--- src/rtl/rvx_ram_arbiter_pkg.sv ---
// Shared widths for the RVX RAM arbiter slice.
package rvx_ram_arbiter_pkg;

    localparam int unsigned AddrWidth = 32;
    localparam int unsigned DataWidth = 32;
    localparam int unsigned StrbWidth = DataWidth / 8;

endpackage

--- src/rtl/rvx_rr_arbiter2.sv ---
// Combinational two-way round-robin pick: a lone eligible requester wins,
// a tie goes to the requester that did not win last time.
module rvx_rr_arbiter2 (
    input  logic [1:0] elig,
    input  logic       last_grant,
    output logic       grant_valid,
    output logic       granted
);

    // Pick the winner from the eligible set and the previous winner.
    always_comb begin
        grant_valid = |elig;
        granted     = 1'b0;
        case (elig)
            2'b01:   granted = 1'b0;
            2'b10:   granted = 1'b1;
            2'b11:   granted = ~last_grant;
            default: granted = 1'b0;
        endcase
    end

endmodule

--- src/rtl/rvx_ram_arbiter.sv ---
// Shares one rvx_ram port between two requesters. One transaction is forwarded
// per cycle; the RAM's next-cycle response is routed back to its owner only.
module rvx_ram_arbiter
    import rvx_ram_arbiter_pkg::*;
#(
    parameter logic RESET_PRIORITY = 1'b0
) (
    input  logic                 clock,
    input  logic                 reset,

    input  logic [AddrWidth-1:0] m0_rw_address,
    output logic [DataWidth-1:0] m0_read_data,
    input  logic                 m0_read_request,
    output logic                 m0_read_response,
    input  logic [DataWidth-1:0] m0_write_data,
    input  logic [StrbWidth-1:0] m0_write_strobe,
    input  logic                 m0_write_request,
    output logic                 m0_write_response,

    input  logic [AddrWidth-1:0] m1_rw_address,
    output logic [DataWidth-1:0] m1_read_data,
    input  logic                 m1_read_request,
    output logic                 m1_read_response,
    input  logic [DataWidth-1:0] m1_write_data,
    input  logic [StrbWidth-1:0] m1_write_strobe,
    input  logic                 m1_write_request,
    output logic                 m1_write_response,

    output logic [AddrWidth-1:0] ram_rw_address,
    input  logic [DataWidth-1:0] ram_read_data,
    output logic                 ram_read_request,
    input  logic                 ram_read_response,
    output logic [DataWidth-1:0] ram_write_data,
    output logic [StrbWidth-1:0] ram_write_strobe,
    output logic                 ram_write_request,
    input  logic                 ram_write_response
);

    logic       pending_q, owner_q, last_grant_q;
    logic [1:0] elig;
    logic       grant_valid, granted;
    logic       resp_to0, resp_to1;

    // Eligibility: a requester whose transaction is completing this cycle is
    // blocked so its still-high request is not re-forwarded. Nothing is
    // forwarded while reset is held.
    always_comb begin
        elig[0] = (m0_read_request | m0_write_request) & ~(pending_q & ~owner_q) & ~reset;
        elig[1] = (m1_read_request | m1_write_request) & ~(pending_q & owner_q) & ~reset;
    end

    rvx_rr_arbiter2 u_pick (
        .elig        (elig),
        .last_grant  (last_grant_q),
        .grant_valid (grant_valid),
        .granted     (granted)
    );

    // Forward the granted requester's fields to the RAM; all zero when idle.
    always_comb begin
        ram_rw_address    = '0;
        ram_read_request  = 1'b0;
        ram_write_data    = '0;
        ram_write_strobe  = '0;
        ram_write_request = 1'b0;
        if (grant_valid) begin
            if (granted) begin
                ram_rw_address    = m1_rw_address;
                ram_read_request  = m1_read_request;
                ram_write_data    = m1_write_data;
                ram_write_strobe  = m1_write_strobe;
                ram_write_request = m1_write_request;
            end else begin
                ram_rw_address    = m0_rw_address;
                ram_read_request  = m0_read_request;
                ram_write_data    = m0_write_data;
                ram_write_strobe  = m0_write_strobe;
                ram_write_request = m0_write_request;
            end
        end
    end

    // In-flight tracking and round-robin history.
    always_ff @(posedge clock) begin
        if (reset) begin
            pending_q    <= 1'b0;
            owner_q      <= 1'b0;
            last_grant_q <= ~RESET_PRIORITY;
        end else begin
            pending_q <= grant_valid;
            if (grant_valid) begin
                owner_q      <= granted;
                last_grant_q <= granted;
            end
        end
    end

    // Route RAM responses to the owner of the in-flight transaction only;
    // responses with nothing in flight, or during reset, are dropped.
    always_comb begin
        resp_to0          = pending_q & ~owner_q & ~reset;
        resp_to1          = pending_q & owner_q & ~reset;
        m0_read_response  = ram_read_response & resp_to0;
        m0_write_response = ram_write_response & resp_to0;
        m1_read_response  = ram_read_response & resp_to1;
        m1_write_response = ram_write_response & resp_to1;
        m0_read_data      = m0_read_response ? ram_read_data : '0;
        m1_read_data      = m1_read_response ? ram_read_data : '0;
    end

endmodule

--- config.mk ---
export PLATFORM = sky130hd
export DESIGN_NAME = rvx_ram_arbiter
export DESIGN_NICKNAME = d
export VERILOG_FILES = /design/src/rtl/rvx_ram_arbiter_pkg.sv /design/src/rtl/rvx_rr_arbiter2.sv /design/src/rtl/rvx_ram_arbiter.sv
export SDC_FILE = /design/constraint.sdc
export NUM_CORES = 1
export LEC_CHECK = 0
export BUFFER_PORTS_ARGS = -buffer_cell sky130_fd_sc_hd__buf_4
export CELL_PAD_IN_SITES_DETAIL_PLACEMENT = 1
export CELL_PAD_IN_SITES_GLOBAL_PLACEMENT = 1
export CORE_AREA = 5 5 118 120
export DETAILED_ROUTE_END_ITERATION = 8
export DIE_AREA = 0 0 123 125
export PLACE_DENSITY = 0.86
export SLEW_MARGIN = 15
export SYNTH_ARGS = -nofsm -noshare
export SYNTH_HDL_FRONTEND = slang
export SYNTH_HIERARCHICAL = 1
export SYNTH_SLANG_ARGS = --single-unit
--- constraint.sdc ---
create_clock -name clock -period 3.6 [get_ports clock]
set_clock_uncertainty 0.15 [all_clocks]
set_input_delay 0.18 -clock clock [delete_from_list [all_inputs] [get_ports clock]]
set_output_delay 0.18 -clock clock [all_outputs]
set_load 0.05 [all_outputs]
# ---- After elaboration in Yosys (flattened, before gate mapping)
# Cells that the tools add are included.
dict set report word_totals {
  regBits 3
  output_inout_bits 138
  word_cells 38
}
dict set report op_classes {
  eq_ne 2
  muxes 13
  n_bitwise 19
  reduce_logical 1
}
# operator n
set ops {}
lappend ops {{32-bit two-way mux} 6}
lappend ops {{1-bit AND} 12}
lappend ops {{4-bit two-way mux} 2}
lappend ops {{1-bit NOT} 5}
lappend ops {{2-bit equality test (second input constant)} 2}
lappend ops {{1-bit two-way mux} 4}
lappend ops {{1-bit OR} 2}
lappend ops {{1-bit one-hot mux with 2 select lines} 1}
lappend ops {{2-bit OR reduction} 1}

# ---- Logic depth before layout (Yosys ltp)
# Gate-level depths: netlist of the first run.
dict set report depth {
  depth_word 9
  depth_mapped 8
  depth_no_buf 5
}

# ---- Hierarchy
# The synthesis of the first run kept the hierarchy.
# mod instances cells_each area_each_um2 seq_area_each_um2
set by_module_without_submodules {}
lappend by_module_without_submodules {rvx_ram_arbiter 1 289 2103.3 60.1}
lappend by_module_without_submodules {rvx_rr_arbiter2 1 2 13.8 0.0}

# ---- Worst setup path before layout of the first run
# OpenSTA, ideal clock, no wires.
dict set report synth_timing {
  path_kind {register to output}
  from {reg pending_q}
  to {out ram_rw_address[23]}
  t_arrival_ns 2.004
  required_time_ns 3.270
  setup_slack_ns 1.266
  stages_incl_launch_ff 8
  n_path_buf 3
  cell_sequence {dfxtp_1 buf_2 a211oi_1 a21boi_1 buf_6 buf_8 mux2i_1 nor2b_1}
}
dict set report synth_via {
  elab_chain_cells 8
  word_cells_on_any_way 14
  cone_classes {eq/ne: 2; mux: 3; bitwise: 8; reduce/logical: 1}
}
# element line_no
set synth_lines {}
lappend synth_lines {{start, declared} rvx_ram_arbiter.sv:39} ;# logic pending_q, owner_q, last_grant_q;
lappend synth_lines {{start signal, assigned} rvx_ram_arbiter.sv:90} ;# pending_q <= grant_valid;
lappend synth_lines {{1-bit AND *} rvx_ram_arbiter.sv:49} ;# elig[1] = (m1_read_request | m1_write_request) & ~(pending_q & owner_q) & ~reset;
lappend synth_lines {{1-bit NOT *} rvx_ram_arbiter.sv:49}
lappend synth_lines {{1-bit AND * (2 in a row)} rvx_ram_arbiter.sv:49}
lappend synth_lines {{net elig[1]} rvx_ram_arbiter.sv:40} ;# logic [1:0] elig;
lappend synth_lines {{2-bit equality test} rvx_rr_arbiter2.sv:14} ;# case (elig)
lappend synth_lines {{1-bit one-hot mux with 2 select lines *} rvx_rr_arbiter2.sv:14}
lappend synth_lines {{net granted} rvx_ram_arbiter.sv:41} ;# logic grant_valid, granted;
lappend synth_lines {{32-bit two-way mux *} rvx_ram_arbiter.sv:67} ;# if (granted) begin
lappend synth_lines {{32-bit two-way mux *} rvx_ram_arbiter.sv:66} ;# if (grant_valid) begin
lappend synth_lines {{end, declared} rvx_ram_arbiter.sv:29} ;# output logic [AddrWidth-1:0] ram_rw_address,
# Mark *: on every way through the listed nets, which the timed path passes. The rest lies on a longest branch.

# ---- Worst setup path after layout of the first run
dict set report layout_timing {
  from {reg pending_q}
  to {out ram_rw_address[7]}
}
# The elaborated chain is that of the path after synthesis.

==> qor.yml, run 1 <==
slew_viol_final: 0
mostFrequentLayoutCells: "322 x buf_4, 71 x mux2i_1, 71 x nor2b_1"
fillers: 1617
row_count: 42
postCtsSetupRepairBufs: 0
grt_antenna_before_repair: 0
netlist_area_sq_um: 2117
layout_worst_path_cycle_share_pct: 76.16
arrival_ns: 2.41
cts_buffers: 3
max_cap_violations: 0
synth_largest_area_cell: "mux2i_1"
finalPower_w: 0.001131
top_layer_used: "met4"
worst_pin_slew_ns: 0.9821
hold_buffers: 0
grt_max_degree: 75
post_synth.cell_area_avg_sq_um: 7.275
rsz0062_at_grt: "no"
n_antenna_cell: 0
yosysWarnings: 6
grt_pass1_vias: 3591
io_pins: 314
min_to: "owner_q"
reg2reg_to: "last_grant_q"
synth_top_area_share_pct: 33.57
synthesis.nets: 467
cpPeakStageDelay_ns: 0.69
powerDensity_nw_per_um2: 248.2
yosys_register_bits: 3
crit_path_end_kind: "primary output"
status: "complete, no violations"
cp_cell_sequence: "a211oi_1 > a21boi_4 > buf_12 > mux2i_1 > nor2b_1 > buf_4"
track_usage_pct: 14.80
clkSinkCount: 3
clock-root-buffer: "clkbuf_16"
hold_start: "reset"
max_clock_freq_mhz: 364.8
hpwl_microns: 10830
vias_per_cell: 4.174
cts_resized: 0
p_clk_share_pct: 15.7
synthDistinctLibCells: 20
worstPathRequired_ns: 3.27
layout_commonest_cell: "buf_4"
hold_depth: 2
multiInputGateArea_sq_um: 1740
htreeDepth: 1
power.share.switching_pct: 52.20
synthArstFlopShare_pct: 0
relSlewSlack_pct: 34.53
cp_slowest_cell: "a21boi_4"
r2r_cells: 6
die_y_microns: 125
path_max_fanout: 22
grt_pass1_wl_microns: 18370
ys.flop_type: "dfxtp_1"
p_int_w: 0.0005406
synth_area_leaders: "mux2i_1 34%, nor2b_1 21%, nor2_2 8.9%"
synth_cells: 291
dr.pass1.iters: 4
die_w_microns: 123
postRouteAntennaNets: 0
hp-class: "in2reg"
wl_per_cell_microns: 16.30
start_kind: "register"
area_growth_pct: 115.2
wl_met2_microns: 6909
cts_buffer_depth: 2
power.leakage_nw: 2.266
tns_ns: 0
die_area_sq_um: 15380
period_minus_slack_ns: 2.742
ir_drop_v: 0.0001763
grt.overflow.total: 0
clock_latency_ns: 0.22
cts_tree: "done"
vias: 3185
drc: 0
clk_pin_slew_worst_paths_ns: 0.03
initial_core_util_pct: 16.44
yosysSeqAreaShare_pct: 2.837
setup_viol: 0
p_sw_w: 0.0005903
final_hold_viol_count: 0
dr_wl_met3_microns: 1313
regArea_sq_um: 60.06
gp_routability_congestion: 0.8516
criticalPathCategory: "reg2out"
synth_edf_count: 0
drtIter0Drc: 42
comb_power_share_pct: 80.8
r2r_start: "owner_q"
wl_met1_microns: 3984
core_area_sq_um: 12870
layout.nets: 764
portBuffers: 313
seqPwrFrac_pct: 3.6
drive_above_1_share_pct: 61.50
r2r_setup_slack_ns: 1.43
totalWireLength_microns: 12440
[power by group through the flow]
stage | sequential (W) | combinational, W | clock, W
floorplan | 0.0000380 | 0.000606 | 0
global placement | 0.0000405 | 0.000903 | 0
detailed placement | 0.0000409 | 0.000923 | 0
finish | 0.0000403 | 0.000913 | 0.000177
global route | 0.0000407 | 0.000963 | 0.000185
CTS | 0.0000404 | 0.000925 | 0.000180
[worst max-delay path by stage]
stage / start / to
after global routing: pending_q / ram_rw_address[18]
after global placement: pending_q / ram_rw_address[9]
after floorplan: pending_q / ram_rw_address[23]
after detailed placement: pending_q / ram_write_data[0]
final: pending_q / ram_rw_address[7]
after CTS: pending_q / ram_rw_address[7]
[critical path: cells and delay by family (launching register included)]
kind	cells	cell delay, ns
buffers and inverters	2	0.47
DFF	1	0.36
muxes	1	0.23
and+or+nand+nor	1	0.07
AOI/OAI and AO/OA	2	1.04
[layout make-up]
| cell class | count | area share, % |
|---|---|---|
| well taps | 176 | 4.833 |
| repair buffers | 324 | 53.93 |
| flip-flops and latches | 3 | 1.318 |
| clock buffers | 4 | 1.730 |
| multi-input cells | 256 | 38.19 |
[metrics by stage]
stage | hold slack (ns) | setup slack (ns) | cell area (sq um) | cells | util (%)
after global placement | 0.2395 | 1.152 | 4478 | 759 | 34.78
after floorplan | 0.1024 | 1.266 | 2117 | 291 | -
after CTS | 0.02637 | 0.8203 | 4557 | 763 | 35.39
after detailed placement | 0.2580 | 1.039 | 4478 | 759 | 34.78
final | 0.02946 | 0.8584 | 4557 | 763 | 35.39
after global routing | 0.05031 | 0.6738 | 4557 | 763 | 35.39
[flip-flops by register name, indices dropped and copies added, names as in the netlist]
name,flops
last_grant_q,1
owner_q,1
pending_q,1
[layer usage]
layer,global-route usage (%),vias up
li1,-,1549
met2,30.33,178
met3,5.285,14
met4,2.801,0
met5,0,-
met1,13.61,1444
[logic make-up after synthesis]
kind of cell,Yosys count,share of synthesized area [%]
compound gates,3,1.182
buf+inv,32,15.48
mux,71,33.57
flops,3,2.837
simple gates,182,46.93
[cells in the mapped netlist, types with 2 or more instances]
| library cell | count |
|---|---|
| nor2b_1 | 71 |
| nand3_1 | 32 |
| clkbuf_1 | 7 |
| dfxtp_1 | 3 |
| buf_6 | 5 |
| mux2i_1 | 71 |
| nor2_1 | 41 |
| nand2_1 | 2 |
| nor2_2 | 30 |
| or2_1 | 2 |
| buf_2 | 10 |
| buf_12 | 9 |
Power figures use the tool's default switching activity.
==> run 2, diff against run 1 <==
Clock period 3.6 ns to 2.81 ns, I/O delays scaled along.
==> run 2 against run 1 <==
Cell count up 1.3%. Power up 29%. Routed wire length down 0.80%. Combinational power up 30%. Die area unchanged. First-iteration DRC count up 50%. Non-clock buffer count up 10. Critical endpoint is now ram_rw_address[3].
==> qor.yml, run 2 (synthesized netlist as in run 1, its figures left out) <==
status: "complete, no violations"
clk_pin_slew_worst_paths_ns: 0.03  # about the same
totalWireLength_microns: 12340  # -0.80%
htreeDepth: 1  # unchanged
crit_start: "pending_q"
row_count: 42  # unchanged
layout_commonest_cell: "buf_4"
cp_slowest_cell: "a21boi_4"
clock-root-buffer: "clkbuf_16"
r2r_cells: 6  # unchanged
reg.largest.list: "last_grant_q (1), owner_q (1), pending_q (1)"
clock_latency_ns: 0.22  # about the same
timing.hold.ws_ns: 0.01399  # -0.01547 ns
crit_path_end_kind: "primary output"
io_pins: 314  # unchanged
grt_pass1_wl_microns: 18490  # +0.64%
grt_antenna_before_repair: 0  # unchanged
die_w_microns: 123  # unchanged
cts_tree: "done"
tns_ns: 0  # unchanged
die_y_microns: 125  # unchanged
core_area_sq_um: 12870  # unchanged
mostFrequentLayoutCells: "331 x buf_4, 71 x mux2i_1, 71 x nor2b_1"
rsz0062_at_grt: "no"
layout.nets: 774  # +1.3%
grt_max_degree: 75  # unchanged
grt.overflow.total: 0  # unchanged
portBuffers: 313  # unchanged
layout_worst_path_cycle_share_pct: 92.23
max_cap_violations: 0  # unchanged
die_area_sq_um: 15380  # unchanged
crit_family: "compound AO/OA/AOI/OAI gates"
final_hold_viol_count: 0  # unchanged
critical_path_buf_inv_count: 3  # +1
path_max_fanout: 28  # +27%
cts_resized: 0  # unchanged
vias: 3251  # +2.1%
worst_pin_slew_ns: 0.6291  # -0.3530 ns
crit_path_end: "ram_rw_address[3]"
critical_path_depth: 7  # +1
grt_pass1_vias: 3666  # +2.1%
hp-class: "in2reg"
dp_cells: 764  # +0.66%
gp_routability_congestion: 0.8667  # +1.8%
reg2reg_to: "last_grant_q"
hpwl_microns: 10740  # -0.83%
initial_core_util_pct: 16.44  # unchanged
hold_start: "reset"
slew_viol_final: 0  # unchanged
postRouteAntennaNets: 0  # unchanged
final_cells: 773  # +1.3%
arrival_ns: 2.30  # -0.11 ns
drive_above_1_share_pct: 61.98  # +0.48 points
cts_buffer_depth: 2  # unchanged
cpPeakStageDelay_ns: 0.49  # -0.20 ns
criticalPathCategory: "reg2out"
relSlewSlack_pct: 58.06  # +24 points
cp_cell_sequence: "a211oi_1 > a21boi_4 > buf_12 > buf_4 > mux2i_1 > nor2b_1 > buf_4"
powerDensity_nw_per_um2: 315.7  # +27%
n_antenna_cell: 0  # unchanged
power.leakage_nw: 2.316  # +2.2%
max_clock_freq_mhz: 385.8
setup_viol: 0  # unchanged
clkSinkCount: 3  # unchanged
vias_per_cell: 4.206  # +0.75%
worstPathRequired_ns: 2.52  # -0.75 ns
drtIter0Drc: 63  # +50%
period_minus_slack_ns: 2.592
track_usage_pct: 14.75  # -0.050 points
regArea_sq_um: 60.06  # unchanged
r2r_setup_slack_ns: 0.82  # -0.61 ns
path_common_cell: "buf_4"
start_kind: "register"
area_growth_pct: 118.9
ir_drop_v: 0.0001729  # -1.9%
r2r_start: "owner_q"
wl_per_cell_microns: 15.96  # -2.1%
cts_buffers: 3  # unchanged
dr.pass1.iters: 4  # unchanged
multiInputGateArea_sq_um: 1740  # unchanged
fillers: 1621  # +0.25%
drc: 0  # unchanged
-- run 2: cell count changes in the layout (fill, tap and decap cells not counted), sizes merged --
cell	change
buf	+9
dlygate4sd3	+1
-- run 2: layout make-up --
type | instances | share of cell area, %
Clock buffer | 4 | 1.701
Multi-Input combinational cell | 256 | 37.55
Sequential cell | 3 | 1.296
Tap cell | 176 | 4.752
Timing Repair Buffer | 334 | 54.70
-- run 2: worst reg2reg max path: cells and delay by family, from the launching register on --
kind                   cells  cell delay, ns
flip-flops                 1            0.38
AO/OA/AOI/OAI              1            0.26
AND/OR/NAND/NOR            4            0.84
buffers and inverters      1            0.24
-- run 2: how the worst min path moves through the flow --
stage / cells after the start / endpoint / slack, ns
global route: 2 / last_grant_q / 0.03
CTS: 2 / last_grant_q / 0.01
detailed placement: 2 / owner_q / 0.21
floorplan: 1 / owner_q / 0.06
finish: 2 / last_grant_q / 0.01
global placement: 2 / owner_q / 0.20
-- run 2: through the flow --
step | total power, W | area (sq um) | setup slack, ns | utilization [%]
2_1_floorplan | 0.0008250 | 2117 | 0.5159 | -
3_3_place_gp | 0.001216 | 4516 | 0.4763 | 35.07
3_5_place_dp | 0.001243 | 4516 | 0.3100 | 35.07
4_1_cts | 0.001472 | 4604 | 0.07508 | 35.76
5_1_grt | 0.001539 | 4634 | 0.04457 | 36.00
6_report | 0.001463 | 4634 | 0.2183 | 36.00
-- run 2: repair_timing --
item,in CTS,in global routing
setup buffers,0,4
hold endpoints to repair,1,0
hold buffers,1,0
setup endpoints to repair,0,6
-- run 2: layer usage --
metal	share of wire [%]	GRT usage [%]
met1	33	14.64
met5	0	0
met3	9.8	4.652
met2	55	29.30
met4	2.4	2.997
-- run 2: report_power, final --
group / internal (W) / leakage, nW / switching, W
clock network: 0.000187 / 0.0382 / 0.0000365
logic: 0.000473 / 2.25 / 0.000716
registers: 0.0000468 / 0.0249 / 0.00000376
==> run 3, diff against run 2 <==
Settings changed: CELL_PAD_IN_SITES_DETAIL_PLACEMENT 1 to not set, CELL_PAD_IN_SITES_GLOBAL_PLACEMENT 1 to not set, PLACE_DENSITY 0.86 to 0.58.
==> run 3 against run 2 <==
Register-to-register slack improved by 0.09 ns. Utilization shrank 0.78 points. Highest routed layer unchanged. Critical endpoint is now ram_write_data[16]. Sequential share of layout area is essentially flat. Design area shrank 2.2%. Flip-flop and latch count stayed put. Count of clock-buffer cells in the layout is the same.
==> qor.yml, run 3 (synthesized netlist as in run 1, its figures left out) <==
final_hold_viol_count: 0  # unchanged
worst_pin_slew_ns: 0.9483  # +0.3193 ns
layout_worst_path_cycle_share_pct: 88.72  # -3.5 points
path_max_fanout: 34  # +21%
grt_pass1_vias: 3207  # -13%
gp_routability_congestion: 1.006  # +16%
drtIter0Drc: 71  # +13%
hpwl_microns: 9500  # -12%
vias: 3108  # -4.4%
arrival_ns: 2.20  # -0.10 ns
core_area_sq_um: 12870  # unchanged
cts_tree: "done"
layout.nets: 759  # -1.9%
drive_above_1_share_pct: 61.00  # -0.98 points
totalWireLength_microns: 11020  # -11%
criticalPathCategory: "in2out"
layout_commonest_cell: "buf_4"
start_kind: "input pin"
cts_buffers: 3  # unchanged
vias_per_cell: 4.100  # -2.5%
cts_buffer_depth: 2  # unchanged
tns_ns: 0  # unchanged
n_antenna_cell: 0  # unchanged
ir_drop_v: 0.0001494  # -14%
status: "complete, no violations"
clock-root-buffer: "clkbuf_16"
rsz0062_at_grt: "no"
finalPower_w: 0.001434  # -2.0%
drc: 0  # unchanged
dp_cells: 753  # -1.4%
htreeDepth: 1  # unchanged
slew_viol_final: 0  # unchanged
relSlewSlack_pct: 36.78  # -21 points
mostFrequentLayoutCells: "315 x buf_4, 71 x mux2i_1, 71 x nor2b_1"
track_usage_pct: 13.09  # -1.7 points
powerDensity_nw_per_um2: 316.2  # +0.16%
grt_max_degree: 75  # unchanged
postRouteAntennaNets: 0  # unchanged
setup_viol: 0  # unchanged
max_clock_freq_mhz: 401.1  # +4.0%
worstPathRequired_ns: 2.52  # about the same
power.leakage_nw: 2.245  # -3.1%
grt_pass1_wl_microns: 16490  # -11%
final_cells: 758  # -1.9%
hold_buffers: 1  # unchanged
area_growth_pct: 114.2
cts_resized: 0  # unchanged
reg.largest.list: "last_grant_q (1), owner_q (1), pending_q (1)"
dr.pass1.iters: 4  # unchanged
clk_pin_slew_worst_paths_ns: 0.03  # about the same
clock_latency_ns: 0.23  # about the same
wl_per_cell_microns: 14.54  # -8.9%
clkSinkCount: 3  # unchanged
die_y_microns: 125  # unchanged
initial_core_util_pct: 16.44  # unchanged
die_w_microns: 123  # unchanged
hp-class: "reg2reg"
row_count: 42  # unchanged
io_pins: 314  # unchanged
portBuffers: 313  # unchanged
grt_antenna_before_repair: 0  # unchanged
die_area_sq_um: 15380  # unchanged
period_minus_slack_ns: 2.493  # -0.09880 ns
postCtsSetupRepairBufs: 0  # unchanged
grt.overflow.total: 0  # unchanged
crit_path_end_kind: "primary output"
max_cap_violations: 0  # unchanged
run 3: cell types whose count changed in the layout (fill, tap and decap cells not counted):
cell,change
buf_12,+1
buf_4,-16
run 3: metrics by stage:
stage / utilization [%] / hold slack (ns) / cell area, sq um / setup slack, ns
floorplan: - / 0.06288 / 2117 / 0.5159
global placement: 34.53 / 0.2036 / 4446 / 0.7774
detailed placement: 34.53 / 0.2138 / 4446 / 0.7732
CTS: 35.22 / 0.4385 / 4534 / 0.3173
global route: 35.22 / 0.4797 / 4534 / 0.1814
finish: 35.22 / 0.4308 / 4534 / 0.3171
run 3: final cells by class:
class | count | area (sq um)
timing repair buffer | 319 | 2435
tap | 176 | 220.2
fill | 1370 | 8341
multi-input combinational | 256 | 1740
sequential | 3 | 60.06
clock buffer | 4 | 78.83
run 3: layer usage:
| layer | vias to the layer above | track usage, % | wire [microns] |
|---|---|---|---|
| met2 | 193 | 23.96 | 5574 |
| li1 | 1540 | - | - |
| met4 | 0 | 3.974 | 252 |
| met1 | 1359 | 14.38 | 3923 |
| met5 | - | 0 | 0 |
| met3 | 16 | 3.794 | 1274 |
run 3: worst paths after layout:
kind,startpoint,endpoint,slack (ns),cells past startpoint
max,reset,ram_write_data[16],0.32,8
min,owner_q,owner_q,0.43,2
max reg2reg,owner_q,last_grant_q,0.91,6
min reg2reg,owner_q,owner_q,0.43,2
run 3: critical path: stages:
cell and delay [ns]:
dlygate4sd3_1 0.55, buf_4 0.16, a211oi_1 0.23, a21boi_4 0.30, buf_12 0.26, mux2i_1 0.26
nor2b_1 0.08, buf_4 0.19
run 3: power by group:
part	switching (W)	internal [W]	total, W	leakage, nW
Sequential	0.00000367	0.0000468	0.0000505	0.0249
Clock	0.0000411	0.000187	0.000228	0.0382
Combinational	0.000701	0.000454	0.00115	2.18
Total	0.000746	0.000688	0.00143	2.24
